### src/rtl/uart_tx_arbiter.sv
// Round-robin arbiter that shares one uart_tx between N_REQ byte-stream requesters.
// A grant stays locked to one requester until it sends a byte flagged last, so packets are never interleaved.
module uart_tx_arbiter #(
    parameter int unsigned N_REQ = 4,
    parameter int unsigned PTR_W = 2
) (
    input  logic                 clk,
    input  logic                 reset_n,
    input  logic [N_REQ-1:0]     req_valid,
    input  logic [8*N_REQ-1:0]   req_data,
    input  logic [N_REQ-1:0]     req_last,
    output logic [N_REQ-1:0]     req_ack,
    output logic [7:0]           tx_data,
    output logic                 tx_send,
    input  logic                 tx_ready,
    output logic                 busy,
    output logic [PTR_W-1:0]     grant_id
);

    typedef enum logic [1:0] {
        S_ARB,
        S_SEND,
        S_WAIT
    } state_t;

    state_t           state;
    logic             lock;
    logic [PTR_W-1:0] rr;

    logic             found;
    logic [PTR_W-1:0] g;
    logic [N_REQ-1:0] g_onehot;
    logic [7:0]       g_data;
    logic             g_last;
    logic [PTR_W-1:0] rr_next;

    // Rotating search: indices at or above rr come first, then the wrapped ones below rr.
    always_comb begin
        found = 1'b0;
        g     = '0;
        if (lock) begin
            g = grant_id;
            for (int unsigned i = 0; i < N_REQ; i++) begin
                if (PTR_W'(i) == grant_id && req_valid[i]) begin
                    found = 1'b1;
                end
            end
        end else begin
            for (int unsigned i = 0; i < N_REQ; i++) begin
                if (!found && req_valid[i] && PTR_W'(i) >= rr) begin
                    found = 1'b1;
                    g     = PTR_W'(i);
                end
            end
            for (int unsigned i = 0; i < N_REQ; i++) begin
                if (!found && req_valid[i] && PTR_W'(i) < rr) begin
                    found = 1'b1;
                    g     = PTR_W'(i);
                end
            end
        end
    end

    always_comb begin
        g_onehot = '0;
        g_data   = '0;
        g_last   = 1'b0;
        for (int unsigned i = 0; i < N_REQ; i++) begin
            if (PTR_W'(i) == g) begin
                g_onehot[i] = 1'b1;
                g_data      = req_data[8*i +: 8];
                g_last      = req_last[i];
            end
        end
        rr_next = (g == PTR_W'(N_REQ - 1)) ? '0 : g + 1'b1;
    end

    always_ff @(posedge clk or negedge reset_n) begin
        if (!reset_n) begin
            state    <= S_ARB;
            lock     <= 1'b0;
            rr       <= '0;
            req_ack  <= '0;
            tx_data  <= '0;
            tx_send  <= 1'b0;
            busy     <= 1'b0;
            grant_id <= '0;
        end else begin
            req_ack <= '0;
            case (state)
                S_ARB: begin
                    // tx_ready low means uart_tx is still draining; never start a send then.
                    if (tx_ready && found) begin
                        tx_data  <= g_data;
                        tx_send  <= 1'b1;
                        req_ack  <= g_onehot;
                        grant_id <= g;
                        busy     <= 1'b1;
                        state    <= S_SEND;
                        if (g_last) begin
                            lock <= 1'b0;
                            rr   <= rr_next;
                        end else begin
                            lock <= 1'b1;
                        end
                    end
                end
                S_SEND: begin
                    if (!tx_ready) begin
                        tx_send <= 1'b0;
                        state   <= S_WAIT;
                    end
                end
                S_WAIT: begin
                    if (tx_ready) begin
                        state <= S_ARB;
                        busy  <= lock;
                    end
                end
                default: begin
                    state   <= S_ARB;
                    tx_send <= 1'b0;
                end
            endcase
        end
    end

endmodule

### config.mk
export PLATFORM = sky130hd
export DESIGN_NAME = uart_tx_arbiter
export DESIGN_NICKNAME = d
export VERILOG_FILES = /design/src/rtl/uart_tx_arbiter.sv
export SDC_FILE = /design/constraint.sdc
export NUM_CORES = 1
export LEC_CHECK = 0
export ABC_AREA = 1
export BUFFER_PORTS_ARGS = -buffer_cell sky130_fd_sc_hd__buf_4
export CORE_MARGIN = 2
export CORE_UTILIZATION = 47
export CTS_CLUSTER_DIAMETER = 150
export DETAILED_ROUTE_END_ITERATION = 7
export PLACE_DENSITY_LB_ADDON = 0.3
export SYNTH_ARGS = -nofsm -noshare
export SYNTH_HDL_FRONTEND = slang
export SYNTH_SLANG_ARGS = --single-unit
export TNS_END_PERCENT = 100
### constraint.sdc
create_clock -name clk -period 2.4 [get_ports clk]
set_input_delay 0.12 -clock clk [delete_from_list [all_inputs] [get_ports clk]]
set_output_delay 0.12 -clock clk [all_outputs]
set_load 0.005 [all_outputs]
==> impl_metrics.py, run 1 <==
metrics = {
    "synthesis": {
        "synth.avg_cell_area_um2": 6.83,
        "synth_top_cell_by_area": "dfrtp_1",
        "netlist_area_um2": 1370,
        "netlist.area_leader.share": 0.383,
        "synthCells": 201,
        "ys_warn_count": 0,
        "syn-num-nets": 248,
        "synth-seq-cells": 21,
        "synth_cell_types": 21,
        "ys_top_cells_by_area": "dfrtp_1 (38%), nand2_1 (22%), o21ai_0 (6.6%)",
        "synth-seq-area-share": 0.383,
    },
    "final_layout": {
        "drive_above_1_share": 0.330,
        "syn_to_final_growth_pct": 38.5,
        "fillers": 237,
        "multi_input_area_um2": 743,
        "regArea_um2": 526,
        "nets": 312,
        "fin_area_um2": 1900,
        "n_antenna_cell": 0,
        "stdcell_count": 295,
    },
    "sta": {
        "setup_tns_ns": 0,
        "worst_slack_ns": 0.272,
        "rsz0062_at_grt": "no",
        "setup-violations-final": 0,
        "tightestPinTransition_ns": 0.282,
        "fin_skew_ns": 0.0106,
        "slew_viol_final": 0,
        "slew_headroom": 0.812,
        "min_period_ns": 2.13,
        "finalCritPeriodShare": 0.887,
        "final-hold-violation-count": 0,
        "fmax_mhz": 470,
    },
    "cts": {
        "worstSkewPairLatency_ns": 0.31,
        "clk_path_buf_depth": 2,
        "clk_pin_slew_ns": 0.13,
        "cts_tree": "built",
        "numCtsBuffers": 3,
        "clockRootBuffer": "clkbuf_4",
        "postCtsSetupBuffers": 0,
        "cts-htree-levels": 1,
        "cts_num_sinks": 21,
    },
    "floorplan": {
        "die_y_um": 58.1,
        "die_area_um2": 3370,
        "rows": 19,
        "die_x_um": 58.1,
        "start_util": 0.498,
        "core-area_um2": 2760,
        "pin_count": 59,
    },
    "setup_path": {
        "endpoint_kind": "flop",
        "worstPathMaxFanout": 10,
        "cp.buffers_inverters": 1,
        "start_kind": "flop",
        "r2r_slack_ns": 0.27,
        "slowest_delay_ns": 0.42,
        "crit_chain": "nor2_1, nand2_1, nand2_2, nor2_4, nand3_1, nand2_1, nand2_1, nand2_1, ha_4, buf_4, a21oi_1, nand2_1, nand3_1, nand2_1, nand3_1, nand2_1, o21ai_1",
        "cpMostUsedCell": "nand2_1",
        "cp.depth": 17,
        "setup.worst_path.class": "reg -> reg",
        "critical_path_arrival_ns": 2.34,
        "cp_data_required_time_ns": 2.61,
        "reg2regPathDepth": 17,
        "worst_path_max_delay_cell": "dfrtp_1",
        "cp_top_family": "simple AND/OR/NAND/NOR gates",
    },
    "global_routing": {
        "overflow": 0,
        "grt_max_degree": 22,
        "grt_util_all_layers": 0.207,
        "grt_pass1_wl_um": 5530,
        "antenna_found_initial": 0,
        "grt_pass1_vias": 1322,
    },
    "place": {
        "post-place-cells": 288,
        "pre_cts_ws_ns": 0.156,
        "post_dp_cell_area_um2": 1830,
        "gp_congestion": 0.879,
        "dpl.hpwl_um": 2640,
        "io_buffers": 58,
    },
    "pwr": {
        "internal_power_w": 0.00115,
        "total_power_w": 0.00217,
        "p_comb_frac": 0.644,
        "switching_share": 0.469,
        "p_leak_nw": 1.06,
        "p_per_area_nw_per_um2": 1140,
        "p_clk_frac": 0.082,
        "vdd_drop_max_v": 0.000758,
        "power.net_switching_w": 0.00102,
        "pwr-share-seq": 0.274,
    },
    "routing": {
        "drtIter0Drc": 38,
        "wl_per_cell_um": 11.2,
        "finalWirelength_um": 3310,
        "avgViaCountPerCell": 4.91,
        "drc_errors": 0,
        "drt_pass1_iterations": 4,
        "num_vias": 1447,
        "antenna_left": 0,
    },
    "status": {
        "status": "complete, no violations",
    },
    "min_path": {
        "min_path_cells": 5,
        "hold_path.class": "in -> reg",
    },
    "run": {
        "drv_cap": 0,
    },
}
metal layers:
layer  track usage  share of wire
met5             0              0
met4        0.0631          0.011
met3        0.0201          0.059
met2         0.341           0.45
met1         0.289           0.48
worst reg2reg max path, cell delays in order (launching register included):
cell and delay (ns):
dfrtp_1 0.42, nor2_1 0.07, nand2_1 0.11, nand2_2 0.07, nor2_4 0.11, nand3_1 0.10
nand2_1 0.07, nand2_1 0.05, nand2_1 0.15, ha_4 0.19, buf_4 0.16, a21oi_1 0.07
nand2_1 0.08, nand3_1 0.06, nand2_1 0.08, nand3_1 0.12, nand2_1 0.08, o21ai_1 0.06
logic make-up after synthesis:
group,after synthesis,share of synthesized area
AOI/OAI and AO/OA,31,0.114
adders and majority gates,4,0.0364
DFF,21,0.383
buffers and inverters,27,0.0974
and+or+nand+nor,118,0.370
registers in the layout (all words and copies together), names as in the netlist:
name / count
rr: 2
tx_data: 8
busy: 1
state: 2
lock: 1
tx_send: 1
req_ack: 4
grant_id: 2
path summary, 6_finish.rpt:
check / end / from
worst max-delay path: rr[1] / rr[1]
worst min-delay path: tx_data[1] / req_data[25]
worst max register to register: rr[1] / rr[1]
worst min register to register: tx_data[1] / tx_data[1]
max in group asynchronous: grant_id[0] / reset_n
min in group asynchronous: tx_send / reset_n
cell usage in the layout (no fill, tap or decap):
master and count:
clkbuf_4 3, nand2_2 13, o21ai_1 4, nand4_2 1
clkinv_2 1, a31oi_1 1, nand4_1 1, o21ai_0 15
or2_2 1, nand2_1 81, dlygate4sd3_1 2, nand3_1 9
buf_4 63, ha_4 1, a21oi_1 11, nor2_1 9
ha_1 3, inv_1 20, nor2_4 2, nor2_2 2
dfrtp_1 21
power by group through the flow:
stage / Sequential (W) / Combinational, W / Clock [W]
finish: 0.000593 / 0.00140 / 0.000178
global route: 0.000615 / 0.00160 / 0.000196
CTS: 0.000593 / 0.00133 / 0.000178
detailed placement: 0.000600 / 0.00132 / 0
global placement: 0.000600 / 0.00129 / 0
floorplan: 0.000597 / 0.000906 / 0
metrics by stage:
stage / hold slack (ns) / utilization
floorplan: -0.176 / -
global placement: 0.0185 / 0.662
detailed placement: 0.0198 / 0.662
CTS: 0.111 / 0.680
global route: 0.132 / 0.690
finish: 0.105 / 0.690
timing repair:
item                                   in CTS  in global routing
setup endpoints to repair                   0                 11
hold buffers                                2                  0
endpoints found under the hold margin      22                  0
resized for setup                           0                  8
Yosys cell counts, drive strengths merged:
cell     n
a31oi    1
nand4    2
nand2   94
ha       4
a21oi   11
or2      1
dfrtp   21
o21ai   19
nand3    9
nor2    12
clkbuf   2
inv     20
buf      5
area by class of cell:
class                   count  area share
repair buffers             65       0.259
clock inverters             1     0.00263
flip-flops and latches     21       0.276
inverters                  20      0.0394
multi-input cells         154       0.391
well taps                  31      0.0204
clock buffers               3      0.0118
No activity file was read; power rests on OpenSTA's default activity.
==> run 2: changes to the inputs <==
--- a/config.mk
+++ b/config.mk
@@ -6,11 +6,11 @@
 export NUM_CORES = 1
 export LEC_CHECK = 0
 export ABC_AREA = 1
-export BUFFER_PORTS_ARGS = -buffer_cell sky130_fd_sc_hd__buf_4
 export CORE_MARGIN = 2
-export CORE_UTILIZATION = 47
+export CORE_UTILIZATION = 50
 export CTS_CLUSTER_DIAMETER = 150
 export DETAILED_ROUTE_END_ITERATION = 7
+export DONT_BUFFER_PORTS = 1
 export PLACE_DENSITY_LB_ADDON = 0.3
 export SYNTH_ARGS = -nofsm -noshare
 export SYNTH_HDL_FRONTEND = slang
==> impl_metrics.py, run 2 (same netlist as run 1, synthesis figures left out) <==
metrics = {
    "sta": {
        "min_period_ns": 2.15,
        "finalCritPeriodShare": 0.894,
        "slew_viol_final": 0,
        "final-hold-violation-count": 0,
        "hold_ws_ns": 0.0165,
        "slew_headroom": 0.376,
        "setup_tns_ns": 0,
        "fmax_mhz": 466,
        "fin_skew_ns": 0.00566,
        "setup-violations-final": 0,
        "tightestPinTransition_ns": 0.932,
    },
    "cts": {
        "clk_path_buf_depth": 2,
        "numCtsBuffers": 3,
        "cts_num_sinks": 21,
        "cts_tree": "built",
        "worstSkewPairLatency_ns": 0.30,
        "clk_pin_slew_ns": 0.12,
        "clockRootBuffer": "clkbuf_4",
        "cts-htree-levels": 1,
    },
    "global_routing": {
        "grt_util_all_layers": 0.203,
        "grt_pass1_vias": 1135,
        "grt_pass1_wl_um": 5090,
        "antenna_found_initial": 0,
        "grt_max_degree": 22,
        "overflow": 0,
    },
    "setup_path": {
        "rr_endpoint": "rr[1]",
        "reg2reg_from": "rr[1]",
        "setup.worst_path.class": "reg -> reg",
        "cpMostUsedCell": "nand2_1",
        "crit_start": "rr[1]",
        "cp_data_required_time_ns": 2.60,
        "worstPathMaxFanout": 10,
        "crit_chain": "nor2_1, nand2_1, nand2_2, nor2_4, nand3_1, nand2_1, nand2_1, nand2_1, ha_2, buf_4, a21oi_1, nand2_1, nand3_1, nand2_1, nand3_1, nand2_1, o21ai_0",
        "start_kind": "flop",
        "r2r_slack_ns": 0.25,
        "slowest_delay_ns": 0.40,
        "endpoint_kind": "flop",
        "crit_path_end": "rr[1]",
        "critical_path_arrival_ns": 2.34,
        "worst_path_max_delay_cell": "dfrtp_1",
        "reg2regPathDepth": 17,
    },
    "floorplan": {
        "die_y_um": 56.4,
        "pin_count": 59,
        "die_x_um": 56.4,
        "die_area_um2": 3180,
        "rows": 19,
        "core-area_um2": 2690,
        "start_util": 0.511,
    },
    "final_layout": {
        "most-common-layout-cells": "nand2_1 (82), dfrtp_1 (21), inv_1 (20)",
        "stdcell_count": 238,
        "top_register": "tx_data",
        "top_regs": "tx_data: 8 flops, req_ack: 4 flops",
        "mostFrequentLayoutCell": "nand2_1",
        "drive_above_1_share": 0.140,
        "nets": 255,
        "multi_input_area_um2": 724,
        "final_core_util": 0.545,
        "fin_area_um2": 1460,
        "regArea_um2": 526,
        "syn_to_final_growth_pct": 6.56,
        "largest_reg_flops": 8,
        "fillers": 258,
        "n_antenna_cell": 0,
    },
    "routing": {
        "num_vias": 1235,
        "finalWirelength_um": 3040,
        "wl_per_cell_um": 12.8,
        "drtIter0Drc": 72,
        "drc_errors": 0,
        "avgViaCountPerCell": 5.19,
        "antenna_left": 0,
        "drt_pass1_iterations": 4,
    },
    "run": {
        "drv_cap": 0,
    },
    "min_path": {
        "hold_path.class": "in -> reg",
    },
    "place": {
        "io_buffers": 0,
        "post-place-cells": 230,
        "dpl.hpwl_um": 2390,
        "post_dp_cell_area_um2": 1390,
        "gp_congestion": 0.857,
    },
    "pwr": {
        "vdd_drop_max_v": 0.000715,
        "p_leak_nw": 0.780,
        "p_per_area_nw_per_um2": 1320,
    },
    "status": {
        "status": "complete, no violations",
    },
}
-- run 2: cell types whose count changed in the layout (fill, tap and decap cells not counted), sizes merged --
| cell | before | now |
|---|---|---|
| nor2 | 13 | 12 |
| buf | 63 | 7 |
-- run 2: layout make-up --
| cell class | count | share of cell area |
|---|---|---|
| clock buffers | 3 | 0.0154 |
| clock inverters | 1 | 0.00342 |
| inverters | 20 | 0.0513 |
| multi-input cells | 153 | 0.495 |
| flip-flops and latches | 21 | 0.359 |
| well taps | 31 | 0.0265 |
| repair buffers | 9 | 0.0496 |
-- run 2: worst min path at each step --
stage / to / depth (start not counted) / slack (ns) / from
2_1_floorplan: busy / 0 / -0.18 / reset_n
3_3_place_gp: busy / 0 / -0.18 / reset_n
3_5_place_dp: busy / 0 / -0.18 / reset_n
4_1_cts: busy / 3 / 0.02 / tx_ready
5_1_grt: tx_data[6] / 4 / 0.05 / req_data[30]
6_report: busy / 3 / 0.02 / tx_ready
-- run 2: timing repair --
item,4_1_cts,5_1_grt
buffers inserted,0,2
resized for setup,0,3
endpoints found under the hold margin,23,0
endpoints found under the setup margin,0,11
hold buffers,2,0
-- run 2: power breakdown --
part	leakage (nW)	internal [W]	switching, W
clock	0.0177	0.0000621	0.000103
combinational	0.495	0.000435	0.000717
sequential	0.267	0.000494	0.000123
-- run 2: layer usage --
metal	global-route usage	up-vias	part of all wire
li1	-	637	-
met1	0.282	537	0.45
met2	0.324	59	0.46
met3	0.0323	2	0.082
met4	0.0612	0	0.0062
met5	0	-	0
-- run 2: metrics by stage --
stage,setup slack (ns),total power (W)
2_1_floorplan,0.347,0.00150
3_3_place_gp,0.252,0.00167
3_5_place_dp,0.150,0.00172
4_1_cts,0.0988,0.00190
5_1_grt,-0.000714,0.00217
6_report,0.254,0.00193
-- run 2: critical path, delay by kind of cell, from the launching register on --
kind            cells  cell delay (ns)
compound gates      2             0.14
fa+ha+maj           1             0.22
buf+inv             1             0.17
flops               1             0.40
simple gates       13             1.12
